<file path="src/rtl/arith_pkg.sv">
// Shared arithmetic definitions for the Booth multiplier / divider pair.
// Holds the divider state encoding and the default operand width.
package arith_pkg;

    localparam int ARITH_W = 8;

    typedef enum logic [1:0] {
        DIV_IDLE = 2'd0,
        DIV_ITER = 2'd1,
        DIV_FIX  = 2'd2,
        DIV_DONE = 2'd3
    } div_state_e;

endpackage

</file>
<file path="src/rtl/booth_divider_module_if.sv">
// Start/done handshake, operand and result bundle for the signed divider.
// The master side issues requests; the slave side is the divider itself.
interface booth_divider_module_if #(
    parameter int WIDTH = 8
) ();

    logic             start_sig;
    logic [WIDTH-1:0] dividend;
    logic [WIDTH-1:0] divisor;
    logic             busy;
    logic             done_sig;
    logic [WIDTH-1:0] quotient;
    logic [WIDTH-1:0] remainder;
    logic             div_zero;
    logic [WIDTH:0]   SQ_r;
    logic [WIDTH-1:0] SQ_q;

    modport master (
        output start_sig, dividend, divisor,
        input  busy, done_sig, quotient, remainder, div_zero, SQ_r, SQ_q
    );

    modport slave (
        input  start_sig, dividend, divisor,
        output busy, done_sig, quotient, remainder, div_zero, SQ_r, SQ_q
    );

endinterface

</file>
<file path="src/rtl/booth_divider_module.sv">
// Sequential signed divider: radix-2 restoring division on operand magnitudes,
// one iteration per clock, followed by a one-cycle sign fix-up.
module booth_divider_module
    import arith_pkg::*;
#(
    parameter int WIDTH = ARITH_W
) (
    input  logic                   clk,
    input  logic                   rst_n,
    booth_divider_module_if.slave  div_if
);

    localparam int CW = $clog2(WIDTH + 1);

    div_state_e       state_q, state_d;
    logic [CW-1:0]    count_q, count_d;
    logic [WIDTH:0]   r_q, r_d;
    logic [WIDTH-1:0] q_q, q_d;
    logic [WIDTH-1:0] dvs_mag_q, dvs_mag_d;
    logic [WIDTH-1:0] dvd_q, dvd_d;
    logic             sd_q, sd_d;
    logic             sv_q, sv_d;
    logic [WIDTH-1:0] quotient_q, quotient_d;
    logic [WIDTH-1:0] remainder_q, remainder_d;
    logic             div_zero_q, div_zero_d;
    logic             busy_q, busy_d;
    logic             done_q, done_d;

    logic [WIDTH:0]   shifted;
    logic [WIDTH:0]   trial;

    always_comb begin
        state_d     = state_q;
        count_d     = count_q;
        r_d         = r_q;
        q_d         = q_q;
        dvs_mag_d   = dvs_mag_q;
        dvd_d       = dvd_q;
        sd_d        = sd_q;
        sv_d        = sv_q;
        quotient_d  = quotient_q;
        remainder_d = remainder_q;
        div_zero_d  = div_zero_q;

        shifted = {r_q[WIDTH-1:0], q_q[WIDTH-1]};
        trial   = shifted - {1'b0, dvs_mag_q};

        case (state_q)
            DIV_IDLE: begin
                if (div_if.start_sig) begin
                    sd_d      = div_if.dividend[WIDTH-1];
                    sv_d      = div_if.divisor[WIDTH-1];
                    dvd_d     = div_if.dividend;
                    // The most-negative value negates to itself, which read unsigned is 2^(WIDTH-1).
                    dvs_mag_d = div_if.divisor[WIDTH-1]  ? -div_if.divisor  : div_if.divisor;
                    q_d       = div_if.dividend[WIDTH-1] ? -div_if.dividend : div_if.dividend;
                    r_d       = '0;
                    count_d   = '0;
                    state_d   = DIV_ITER;
                end
            end
            DIV_ITER: begin
                if (!trial[WIDTH]) begin
                    r_d = trial;
                    q_d = {q_q[WIDTH-2:0], 1'b1};
                end else begin
                    r_d = shifted;
                    q_d = {q_q[WIDTH-2:0], 1'b0};
                end
                count_d = count_q + CW'(1);
                if (count_q == CW'(WIDTH - 1)) begin
                    state_d = DIV_FIX;
                end
            end
            DIV_FIX: begin
                // A zero divisor ran the iterations anyway so latency stays constant; discard them.
                if (dvs_mag_q == '0) begin
                    quotient_d  = '1;
                    remainder_d = dvd_q;
                    div_zero_d  = 1'b1;
                end else begin
                    quotient_d  = (sd_q ^ sv_q) ? -q_q : q_q;
                    remainder_d = sd_q ? -r_q[WIDTH-1:0] : r_q[WIDTH-1:0];
                    div_zero_d  = 1'b0;
                end
                state_d = DIV_DONE;
            end
            DIV_DONE: begin
                state_d = DIV_IDLE;
            end
            default: begin
                state_d = DIV_IDLE;
            end
        endcase

        busy_d = (state_d != DIV_IDLE);
        done_d = (state_d == DIV_DONE);
    end

    always_ff @(posedge clk or negedge rst_n) begin
        if (!rst_n) begin
            state_q     <= DIV_IDLE;
            count_q     <= '0;
            r_q         <= '0;
            q_q         <= '0;
            dvs_mag_q   <= '0;
            dvd_q       <= '0;
            sd_q        <= 1'b0;
            sv_q        <= 1'b0;
            quotient_q  <= '0;
            remainder_q <= '0;
            div_zero_q  <= 1'b0;
            busy_q      <= 1'b0;
            done_q      <= 1'b0;
        end else begin
            state_q     <= state_d;
            count_q     <= count_d;
            r_q         <= r_d;
            q_q         <= q_d;
            dvs_mag_q   <= dvs_mag_d;
            dvd_q       <= dvd_d;
            sd_q        <= sd_d;
            sv_q        <= sv_d;
            quotient_q  <= quotient_d;
            remainder_q <= remainder_d;
            div_zero_q  <= div_zero_d;
            busy_q      <= busy_d;
            done_q      <= done_d;
        end
    end

    assign div_if.busy      = busy_q;
    assign div_if.done_sig  = done_q;
    assign div_if.quotient  = quotient_q;
    assign div_if.remainder = remainder_q;
    assign div_if.div_zero  = div_zero_q;
    assign div_if.SQ_r      = r_q;
    assign div_if.SQ_q      = q_q;

endmodule
</file>
<file path="src/flat_wrapper.sv">
// flat-port wrapper written by rule: the top's interface ports become plain ports
module booth_divider_module_flat import arith_pkg::*;
#(
    parameter int WIDTH = ARITH_W
)
  (clk, rst_n, div_if_start_sig, div_if_dividend, div_if_divisor, div_if_busy, div_if_done_sig, div_if_quotient, div_if_remainder, div_if_div_zero, div_if_SQ_r, div_if_SQ_q);
  booth_divider_module_if #(.WIDTH(WIDTH)) div_if_i ();
  input  logic clk;
  input  logic rst_n;
  input wire logic [$bits(div_if_i.start_sig)-1:0] div_if_start_sig;
  input wire logic [$bits(div_if_i.dividend)-1:0] div_if_dividend;
  input wire logic [$bits(div_if_i.divisor)-1:0] div_if_divisor;
  output wire logic [$bits(div_if_i.busy)-1:0] div_if_busy;
  output wire logic [$bits(div_if_i.done_sig)-1:0] div_if_done_sig;
  output wire logic [$bits(div_if_i.quotient)-1:0] div_if_quotient;
  output wire logic [$bits(div_if_i.remainder)-1:0] div_if_remainder;
  output wire logic [$bits(div_if_i.div_zero)-1:0] div_if_div_zero;
  output wire logic [$bits(div_if_i.SQ_r)-1:0] div_if_SQ_r;
  output wire logic [$bits(div_if_i.SQ_q)-1:0] div_if_SQ_q;
  assign div_if_i.start_sig = div_if_start_sig;
  assign div_if_i.dividend = div_if_dividend;
  assign div_if_i.divisor = div_if_divisor;
  assign div_if_busy = div_if_i.busy;
  assign div_if_done_sig = div_if_i.done_sig;
  assign div_if_quotient = div_if_i.quotient;
  assign div_if_remainder = div_if_i.remainder;
  assign div_if_div_zero = div_if_i.div_zero;
  assign div_if_SQ_r = div_if_i.SQ_r;
  assign div_if_SQ_q = div_if_i.SQ_q;
  booth_divider_module #(.WIDTH(WIDTH)) u_core (.clk(clk), .rst_n(rst_n), .div_if(div_if_i));
endmodule
</file>
<file path="config.mk">
export PLATFORM = sky130hd
export DESIGN_NAME = booth_divider_module_flat
export DESIGN_NICKNAME = d
export VERILOG_FILES = /design/src/rtl/arith_pkg.sv /design/src/rtl/booth_divider_module_if.sv /design/src/rtl/booth_divider_module.sv /design/src/flat_wrapper.sv
export SDC_FILE = /design/constraint.sdc
export NUM_CORES = 1
export LEC_CHECK = 0
export ABC_CLOCK_PERIOD_IN_PS = 3100
export BUFFER_PORTS_ARGS = -buffer_cell sky130_fd_sc_hd__buf_2
export CORE_MARGIN = 3
export CORE_UTILIZATION = 35
export DETAILED_ROUTE_END_ITERATION = 16
export PLACE_DENSITY = 0.65
export SYNTH_ARGS = -nofsm -noshare
export SYNTH_HDL_FRONTEND = slang
export SYNTH_SLANG_ARGS = --single-unit
</file>
<file path="constraint.sdc">
create_clock -name clk -period 3.1 [get_ports clk]
set_clock_uncertainty 0.15 [all_clocks]
set_input_delay 0.155 -clock clk [delete_from_list [all_inputs] [get_ports clk]]
set_output_delay 0.155 -clock clk [all_outputs]
set_load 0.1 [all_outputs]
</file>
==> flow_summary.json <==
{
  "max-cap-violations": 0,
  "crit_path_frequent_cell": "ha_1",
  "hold_viol": 0,
  "period_needed_ns": 2.95,
  "initial_core_util_pct": 36.9,
  "status": "completed",
  "synth_area_leaders": "dfrtp_1 45%, nand2_1 6.9%, o21ai_0 5.8%",
  "tns_ns": 0,
  "htree_levels": 3,
  "synth_flop_cell": "dfrtp_1",
  "cts_root_buf": "clkbuf_8",
  "portBuffers": 54,
  "synth_edf_count": 0,
  "final_nets": 475,
  "cts.sinks": 59,
  "crit_chain": "ha_1 > nor2b_2 > o31a_1 > o22ai_2 > o21ai_2 > ha_1 > clkinv_4 > or3_1 > mux2_2 > nand2_1",
  "gp_congestion": 0.921,
  "worst_pin_slew_ns": 0.884,
  "hold-worst-slack_ns": 0.0191,
  "clkLatencyLatePin_ns": 0.34,
  "synthesis.area_um2": 3300,
  "dr.pass1.iters": 4,
  "ant_nets": 0,
  "dp_cells": 523,
  "start_kind": "register",
  "crit_fanout": 10,
  "ys_ff_latch": 59,
  "max_slew_margin_pct": 40.9,
  "ys_top_cells_by_count": "61 x nand2_1, 59 x dfrtp_1, 38 x o21ai_0, 20 x nor2_1, 19 x inv_1",
  "dieArea_um2": 10600,
  "rows": 34,
  "grt_pass1_wl_um": 14000,
  "setup_slack_ns": 0.149,
  "grt_pass1_vias": 2925,
  "dr.first_iter.drc_count": 103,
  "dr_total_vias": 2901,
  "period_share_pct": 95.2,
  "layoutNonFillerInstCount": 553,
  "synth.avg_cell_area_um2": 9.06,
  "finalSetupViolations": 0,
  "drive_gt1_share_pct": 21.3,
  "crit_slowest_cell": "dfrtp_4",
  "die_h_um": 103,
  "synth_top_area_cell": "dfrtp_1",
  "worstPathArrival_ns": 3.08,
  "drc": 0,
  "cts_buffer_depth": 2,
  "area_growth_pct": 23.5,
  "ios": 55,
  "overflow": 0,
  "yosysTopAreaCellShare_pct": 44.8,
  "synth_most_common_cell": "nand2_1",
  "rsz0062_at_grt": "false",
  "grt_usage_pct": 16.9,
  "diodes": 0,
  "setup.worst_path.class": "reg2reg",
  "drt_wl_total_um": 8550,
  "antenna_found_initial": 0,
  "yosysSeqAreaShare_pct": 44.8,
  "synthDistinctLibCells": 48,
  "wl_per_cell_um": 15.5,
  "clock.fmax_mhz": 339,
  "cts_tree": "built",
  "grt_max_degree": 38,
  "dp_slack_ns": 0.0999,
  "max_stage_delay_ns": 0.52,
  "core_area_um2": 8930,
  "clkSlewWorstSetupHoldPaths_ns": 0.07,
  "crit_path_end_kind": "register",
  "dp_hpwl_um": 6170,
  "worst_ep_required_time_ns": 3.23,
  "drv_slew": 0,
  "die_x_um": 103,
  "syn-num-nets": 399,
  "hp-class": "in2reg",
  "via_per_inst": 5.25,
  "async_flop_share_pct": 100,
  "syn_inst": 364,
  "cts_buffers": 9,
  "ys_warn_count": 0,
  "fillers": 890
}
## final cells by class
| class | count | area [µm²] | share of cell area, % |
|---|---|---|---|
| Sequential cell | 59 | 1490 | 36.6 |
| Inverter | 22 | 87.6 | 2.15 |
| Clock buffer | 14 | 163 | 3.99 |
| Clock inverter | 2 | 10.0 | 0.246 |
| Multi-Input combinational cell | 269 | 1700 | 41.6 |
| Timing Repair Buffer | 79 | 490 | 12.0 |
| Tap cell | 108 | 135 | 3.32 |
## layer usage
| layer | share of wire (%) | up-vias | global-route usage (%) |
|---|---|---|---|
| li1 | - | 1443 | - |
| met1 | 46 | 1357 | 22.0 |
| met2 | 46 | 88 | 27.5 |
| met3 | 6.5 | 13 | 3.65 |
| met4 | 1.7 | 0 | 6.57 |
| met5 | 0 | - | 0 |
## final timing paths
| kind | start | endpoint | slack, ns | depth (start not counted) |
|---|---|---|---|---|
| setup / recovery | u_core.div_if.SQ_r[1] | u_core.div_if.SQ_r[5] | 0.15 | 10 |
| min in group asynchronous | rst_n | u_core.div_if.quotient[0] | 0.31 | 2 |
| setup reg to reg | u_core.div_if.SQ_r[1] | u_core.div_if.SQ_r[5] | 0.15 | 10 |
| max in group asynchronous | rst_n | u_core.count_q[3] | 1.76 | 3 |
| hold reg to reg | u_core.div_if.remainder[7] | u_core.div_if.remainder[7] | 0.32 | 1 |
| hold / removal | div_if_divisor[3] | u_core.dvs_mag_q[3] | 0.02 | 3 |
## state kept, by name, indices dropped and copies added (netlist names)
| name | count |
|---|---|
| u_core.state_q | 2 |
| u_core.div_if.quotient | 8 |
| u_core.count_q | 4 |
| u_core.dvs_mag_q | 8 |
| u_core.div_if.done_sig | 1 |
| u_core.div_if.SQ_q | 8 |
| u_core.div_if.div_zero | 1 |
| u_core.dvd_q | 7 |
| u_core.sv_q | 1 |
| u_core.sd_q | 1 |
| u_core.div_if.SQ_r | 9 |
| u_core.div_if.busy | 1 |
| u_core.div_if.remainder | 8 |
## critical path: cells and delay by family (launching register included)
family	cells	cell delay (ns)
mux	1	0.26
compound gates	3	0.54
simple gates	3	0.59
fa+ha+maj	2	0.70
flops	1	0.52
buf+inv	1	0.11
## placed cells by master (no fill, tap or decap), types with 11 or more instances in the layout
cell type and instances:
nand2_1 61, buf_2 54, dfrtp_1 53, o21ai_0 37, nor2_1 20, inv_1 19
ha_1 15, a21oi_1 14, dlygate4sd3_1 13, xnor2_1 12, buf_4 12, o22ai_1 11
xor2_1 11, clkbuf_8 11
## per-stage QoR
step	utilization [%]	area [µm²]
after floorplan	-	3320
after global routing	45.6	4070
final	45.6	4070
after global placement	42.0	3750
after CTS	45.4	4050
after detailed placement	42.0	3750
## repair_timing
action,CTS,global route
endpoints found under the setup margin,0,2
gates resized for setup,0,3
hold buffers,13,0
buffers inserted,0,1
hold endpoints to repair,48,0
## logic make-up after synthesis
logic type | count (synthesis) | synth area share (%)
mux | 7 | 2.16
xor+xnor | 23 | 6.11
flops | 59 | 44.8
fa+ha+maj | 16 | 6.30
buf+inv | 36 | 4.17
compound gates | 103 | 19.4
simple gates | 120 | 17.1
Power is not shown: default switching activity piles up to over one toggle a cycle in this logic, so the estimate is an artifact.
